### config.mk
export PLATFORM = sky130hd
export DESIGN_NAME = vga_timing_ctrl
export DESIGN_NICKNAME = d
export VERILOG_FILES = /design/src/rtl/vga_timing_ctrl.sv
export SDC_FILE = /design/constraint.sdc
export NUM_CORES = 1
export LEC_CHECK = 0
export CAP_MARGIN = 20
export CORE_AREA = 5 5 56 78
export CTS_BUF_LIST = sky130_fd_sc_hd__clkbuf_16
export DETAILED_ROUTE_END_ITERATION = 8
export DIE_AREA = 0 0 61 83
export HOLD_SLACK_MARGIN = 0.08
export PLACE_DENSITY = 0.77
export RECOVER_POWER = 50
export SETUP_SLACK_MARGIN = 0.05
export SLEW_MARGIN = 30
export SYNTH_ARGS = -nofsm -noshare
export SYNTH_HDL_FRONTEND = slang
export SYNTH_SLANG_ARGS = --single-unit
export TNS_END_PERCENT = 100
### constraint.sdc
create_clock -name clk -period 2.47 [get_ports clk]
set_input_delay 0.247 -clock clk [delete_from_list [all_inputs] [get_ports clk]]
set_output_delay 0.247 -clock clk [all_outputs]
set_load 0.005 [all_outputs]
### src/rtl/vga_timing_ctrl.sv
// VGA timing generator: pixel-rate divider, h/v raster counters and a registered
// output stage that lags the x/y pointers by exactly one pixel period.
module vga_timing_ctrl #(
    parameter int CLK_DIV = 2,
    parameter int H_VIS   = 640,
    parameter int H_FP    = 16,
    parameter int H_SYNC  = 96,
    parameter int H_BP    = 48,
    parameter int V_VIS   = 480,
    parameter int V_FP    = 10,
    parameter int V_SYNC  = 2,
    parameter int V_BP    = 33
) (
    input  logic       clk,
    input  logic       rst,
    input  logic [7:0] rgb_in,
    output logic [9:0] x_ptr,
    output logic [9:0] y_ptr,
    output logic       hsync,
    output logic       vsync,
    output logic [2:0] r,
    output logic [2:0] g,
    output logic [1:0] b,
    output logic       video_on,
    output logic       frame_start
);

    localparam int H_TOTAL = H_VIS + H_FP + H_SYNC + H_BP;
    localparam int V_TOTAL = V_VIS + V_FP + V_SYNC + V_BP;

    logic [3:0] r_div;
    logic [9:0] r_h;
    logic [9:0] r_v;
    logic       r_hsync;
    logic       r_vsync;
    logic       r_videoOn;
    logic [7:0] r_rgb;
    logic       r_frameStart;

    logic       w_pixTick;
    logic       w_hLast;
    logic       w_vLast;
    logic       w_hSyncAct;
    logic       w_vSyncAct;
    logic       w_visible;

    assign w_pixTick  = (r_div == 4'(CLK_DIV - 1));
    assign w_hLast    = (r_h == 10'(H_TOTAL - 1));
    assign w_vLast    = (r_v == 10'(V_TOTAL - 1));
    assign w_hSyncAct = (r_h >= 10'(H_VIS + H_FP)) && (r_h < 10'(H_VIS + H_FP + H_SYNC));
    assign w_vSyncAct = (r_v >= 10'(V_VIS + V_FP)) && (r_v < 10'(V_VIS + V_FP + V_SYNC));
    assign w_visible  = (r_h < 10'(H_VIS)) && (r_v < 10'(V_VIS));

    always_ff @(posedge clk or posedge rst) begin
        if (rst) begin
            r_div <= '0;
        end else if (w_pixTick) begin
            r_div <= '0;
        end else begin
            r_div <= r_div + 4'd1;
        end
    end

    // v advances only on the tick that closes the last pixel of a line
    always_ff @(posedge clk or posedge rst) begin
        if (rst) begin
            r_h <= '0;
            r_v <= '0;
        end else if (w_pixTick) begin
            if (w_hLast) begin
                r_h <= '0;
                r_v <= w_vLast ? 10'd0 : r_v + 10'd1;
            end else begin
                r_h <= r_h + 10'd1;
            end
        end
    end

    // rgb_in is sampled on the tick, CLK_DIV-1 clks after h/v moved, so it already
    // belongs to the pixel being registered here
    always_ff @(posedge clk or posedge rst) begin
        if (rst) begin
            r_hsync      <= 1'b1;
            r_vsync      <= 1'b1;
            r_videoOn    <= 1'b0;
            r_rgb        <= '0;
            r_frameStart <= 1'b0;
        end else begin
            r_frameStart <= w_pixTick && w_hLast && w_vLast;
            if (w_pixTick) begin
                r_hsync   <= ~w_hSyncAct;
                r_vsync   <= ~w_vSyncAct;
                r_videoOn <= w_visible;
                r_rgb     <= w_visible ? rgb_in : 8'h00;
            end
        end
    end

    assign x_ptr       = r_h;
    assign y_ptr       = r_v;
    assign hsync       = r_hsync;
    assign vsync       = r_vsync;
    assign video_on    = r_videoOn;
    assign r           = r_rgb[7:5];
    assign g           = r_rgb[4:2];
    assign b           = r_rgb[1:0];
    assign frame_start = r_frameStart;

endmodule
==> metrics.md <==
| Metric | Value |
|---|---|
| R2R cell count | `4` |
| R2R Path End | `y_ptr[8]$_DFFE_PP0P_` |
| Status | `completed` |
| Die H | `83 um` |
| Clk sink count | `36` |
| Internal power | `988.5 uW` |
| Drt wl/cell | `16.27 um` |
| Initial antenna violation count | `0` |
| Post-layout util | `63.99%` |
| Setup bufs post-CTS | `0` |
| First-pass GRT wire length | `6941 um` |
| DIE AREA | `5063 um^2` |
| Overall routed net length | `4003 um` |
| IO Count | `42` |
| Hold_ws | `0.4559 ns` |
| Launch point of the worst reg-to-reg path | `r_div[1]$_DFF_PP0_` |
| Rows | `26` |
| Share of the synthesized area in the top cell type | `50.75%` |
| Clk pwr share | `47.7%` |
| Worst skew pair latency | `0.28 ns` |
| Switch Pwr | `244.3 uW` |
| Sequential cell area fraction in the yosys report | `53.88%` |
| Setup ws final | `0.3499 ns` |
| Root Driver | `clkbuf_16` |
| Synthesized Nets | `168` |
| Startpoint types | `flop` |
| Final period util | `85.83%` |
| EDFF count, synth | `0` |
| CTS Buffer Depth | `2` |
| Synth Register Bits | `36` |
| Share of layout cells above drive strength 1 | `8.824%` |
| 1st-iter DRT viols | `52` |
| Hold endpoint | `vsync$_DFFE_PP1N_` |
| Req. time, crit path | `2.66 ns` |
| Vias in the first global route | `1455` |
| Non-filler instance count after layout | `246` |
| Design Area, Final | `2290 um^2` |
| CTS tree | `yes` |
| Critical Setup Path Class | `reg -> reg` |
| Area contributors post-synth | `dfrtp_1 51%, a22o_1 4.2%, o21ai_0 3.9%, ha_1 3.7%, xnor2_1 3.7%` |
| Die width | `61 um` |
| Count leader, synth | `dfrtp_1` |
| Final Hold Viols | `0` |
| RSZ-0062 raised after global routing | `no` |
| # placed instances | `238` |
| Pre-CTS setup slack | `0.3453 ns` |
| Vias per cell | `5.764` |
| RD Place Congestion | `0.8902` |
| Starting Density | `46.85%` |
| Count of pins over their slew limit | `0` |
| Fmax | `471.7 MHz` |
| Total Power | `1.233 mW` |
| Synth cell types | `35` |
| Post-detailed-route count of antenna-violating nets | `0` |
| DR vias | `1418` |
| Dpl hpwl | `2881 um` |
| Setup Skew | `0.004490 ns` |
| Final setup TNS | `0 ns` |
| Comb power frac | `3.6%` |
| Post-Syn Instances | `153` |
| Clk slew on worst S/H paths | `0.05 ns` |
| Synth Area in Compound Gates | `11.57%` |
| GRT overflow | `0` |
| Sw Share | `19.81%` |
| Synth warn | `0` |
| # hold bufs at CTS | `0` |
| Post-synth top cells | `34 x dfrtp_1, 13 x o21ai_0, 11 x nand2_1, 10 x nand3_1` |
| Flop2flop setup slack | `0.35 ns` |
| Worst hold stages | `2` |
| Worst slew pin tran | `0.8585 ns` |
| I/O Buffers | `41` |
| Crit-path max FO | `6` |
| Fillers | `289` |
| DRC | `0` |
| Mux contribution to synthesized area | `0.6716%` |
| Avg Inst Size Synth | `10.96 um^2` |
| HP Class | `reg -> reg` |
| Max cap viols | `0` |
| Post-synthesis adder-cell area fraction | `3.731%` |
| Leak | `1.043 nW` |
| Dpl cell area | `2163 um^2` |
| Post-Synth XOR/XNOR Area | `6.269%` |
| Largest net degree at the start of global routing | `37` |
| Area Overhead vs Synth | `36.57%` |
| Simple-Gate Fraction of Synth Area | `21.27%` |
| Reg power frac | `48.7%` |
| GRT Total Usage | `17.82%` |
| Final setup viols | `0` |
| Setup crit end kind | `flop` |
| Relative slew slack | `42.77%` |
| Asr flop ratio synth | `100.0%` |
| TritonCTS Buffers | `5` |
| Synth Cell Area | `1677 um^2` |
| Pwr dens | `538.4 nW/um^2` |
| Main synth FF type | `dfrtp_1` |
| N_diodes | `0` |
| CP arrival | `2.31 ns` |
| H-Tree Depth | `2` |
| Core Box Area | `3578 um^2` |
| Final min period | `2.120 ns` |
| Peak supply drop | `476.3 uV` |
| Pre-Repair DR Iteration Count | `4` |
| Final net count | `218` |
| Post_cts resized | `0` |
| Largest family of logic cells by synthesized area | `simple AND/OR/NAND/NOR gates` |
| Hold Path Origin | `vsync$_DFFE_PP1N_` |
| Area leader, netlist | `dfrtp_1` |
## flip-flops by register name, summed over array words and instances (netlist names)
| register | flops |
|---|---|
| frame_start | 1 |
| hsync | 1 |
| r_div | 4 |
| r_rgb | 8 |
| video_on | 1 |
| vsync | 1 |
| x_ptr | 10 |
| y_ptr | 10 |
## cell families after synthesis
| logic type | Yosys count |
|---|---|
| AND/OR/NAND/NOR | 59 |
| multiplexers | 1 |
| buffers and inverters | 11 |
| XOR/XNOR | 12 |
| adder cells (fa/ha/maj) | 5 |
| flip-flops | 36 |
| AO/OA/AOI/OAI | 29 |
## routing by layer
layer	routed length (um)	part of all wire, %	GRT usage, %	vias to the layer above
met3	216	5.4	4.658	13
li1	-	-	-	658
met5	0	0	0	-
met1	1506	38	21.12	692
met4	129	3.2	11.05	0
met2	2150	54	27.65	55
## cell usage in the layout (no fill, tap or decap), types with 6 or more instances in the layout
cell | synthesis | layout
dfrtp_1 | 34 | 34
clkdlybuf4s50_1 | 0 | 30
o21ai_0 | 13 | 13
nand2_1 | 11 | 11
dlygate4sd3_1 | 0 | 11
nand3_1 | 10 | 10
inv_1 | 8 | 8
nor2_1 | 8 | 8
a22o_1 | 8 | 8
xnor2_1 | 7 | 7
nand4_1 | 6 | 6
## worst max path at each step
| stage | endpoint | slack, ns | start | cells past startpoint |
|---|---|---|---|---|
| after floorplan | y_ptr[8]$_DFFE_PP0P_ | 0.33 | r_div[1]$_DFF_PP0_ | 5 |
| after global placement | y_ptr[6]$_DFFE_PP0P_ | 0.39 | r_div[1]$_DFF_PP0_ | 6 |
| after detailed placement | y_ptr[6]$_DFFE_PP0P_ | 0.35 | r_div[1]$_DFF_PP0_ | 6 |
| after CTS | y_ptr[8]$_DFFE_PP0P_ | 0.33 | r_div[1]$_DFF_PP0_ | 4 |
| after global routing | y_ptr[0]$_DFFE_PP0P_ | 0.17 | r_div[1]$_DFF_PP0_ | 6 |
| final | y_ptr[8]$_DFFE_PP0P_ | 0.35 | r_div[1]$_DFF_PP0_ | 4 |
## worst max-delay path, stage by stage, from the launching register on
cell and delay [ns]:
dfrtp_1 0.42, or4b_1 0.56, or4_4 0.60, nor4_4 0.28, xor2_1 0.19
## area by class of cell
cell class	count	area [um^2]	share of cell area [%]
inverter	8	30.03	1.311
clock buffer	5	125.1	5.464
tap	42	52.55	2.295
timing repair buffer	46	441.7	19.29
sequential	36	903.4	39.45
clock inverter	3	13.76	0.6011
multi-input combinational	106	723.2	31.58
## power by group through the flow
| stage | clock, mW | sequential [mW] | combinational [mW] |
|---|---|---|---|
| finish | 0.588 | 0.601 | 0.0441 |
| global route | 0.631 | 0.601 | 0.0495 |
| CTS | 0.599 | 0.601 | 0.0494 |
| detailed placement | 0 | 0.611 | 0.0490 |
| global placement | 0 | 0.610 | 0.0476 |
| floorplan | 0 | 0.611 | 0.0145 |
Power figures use the tool's default switching activity.
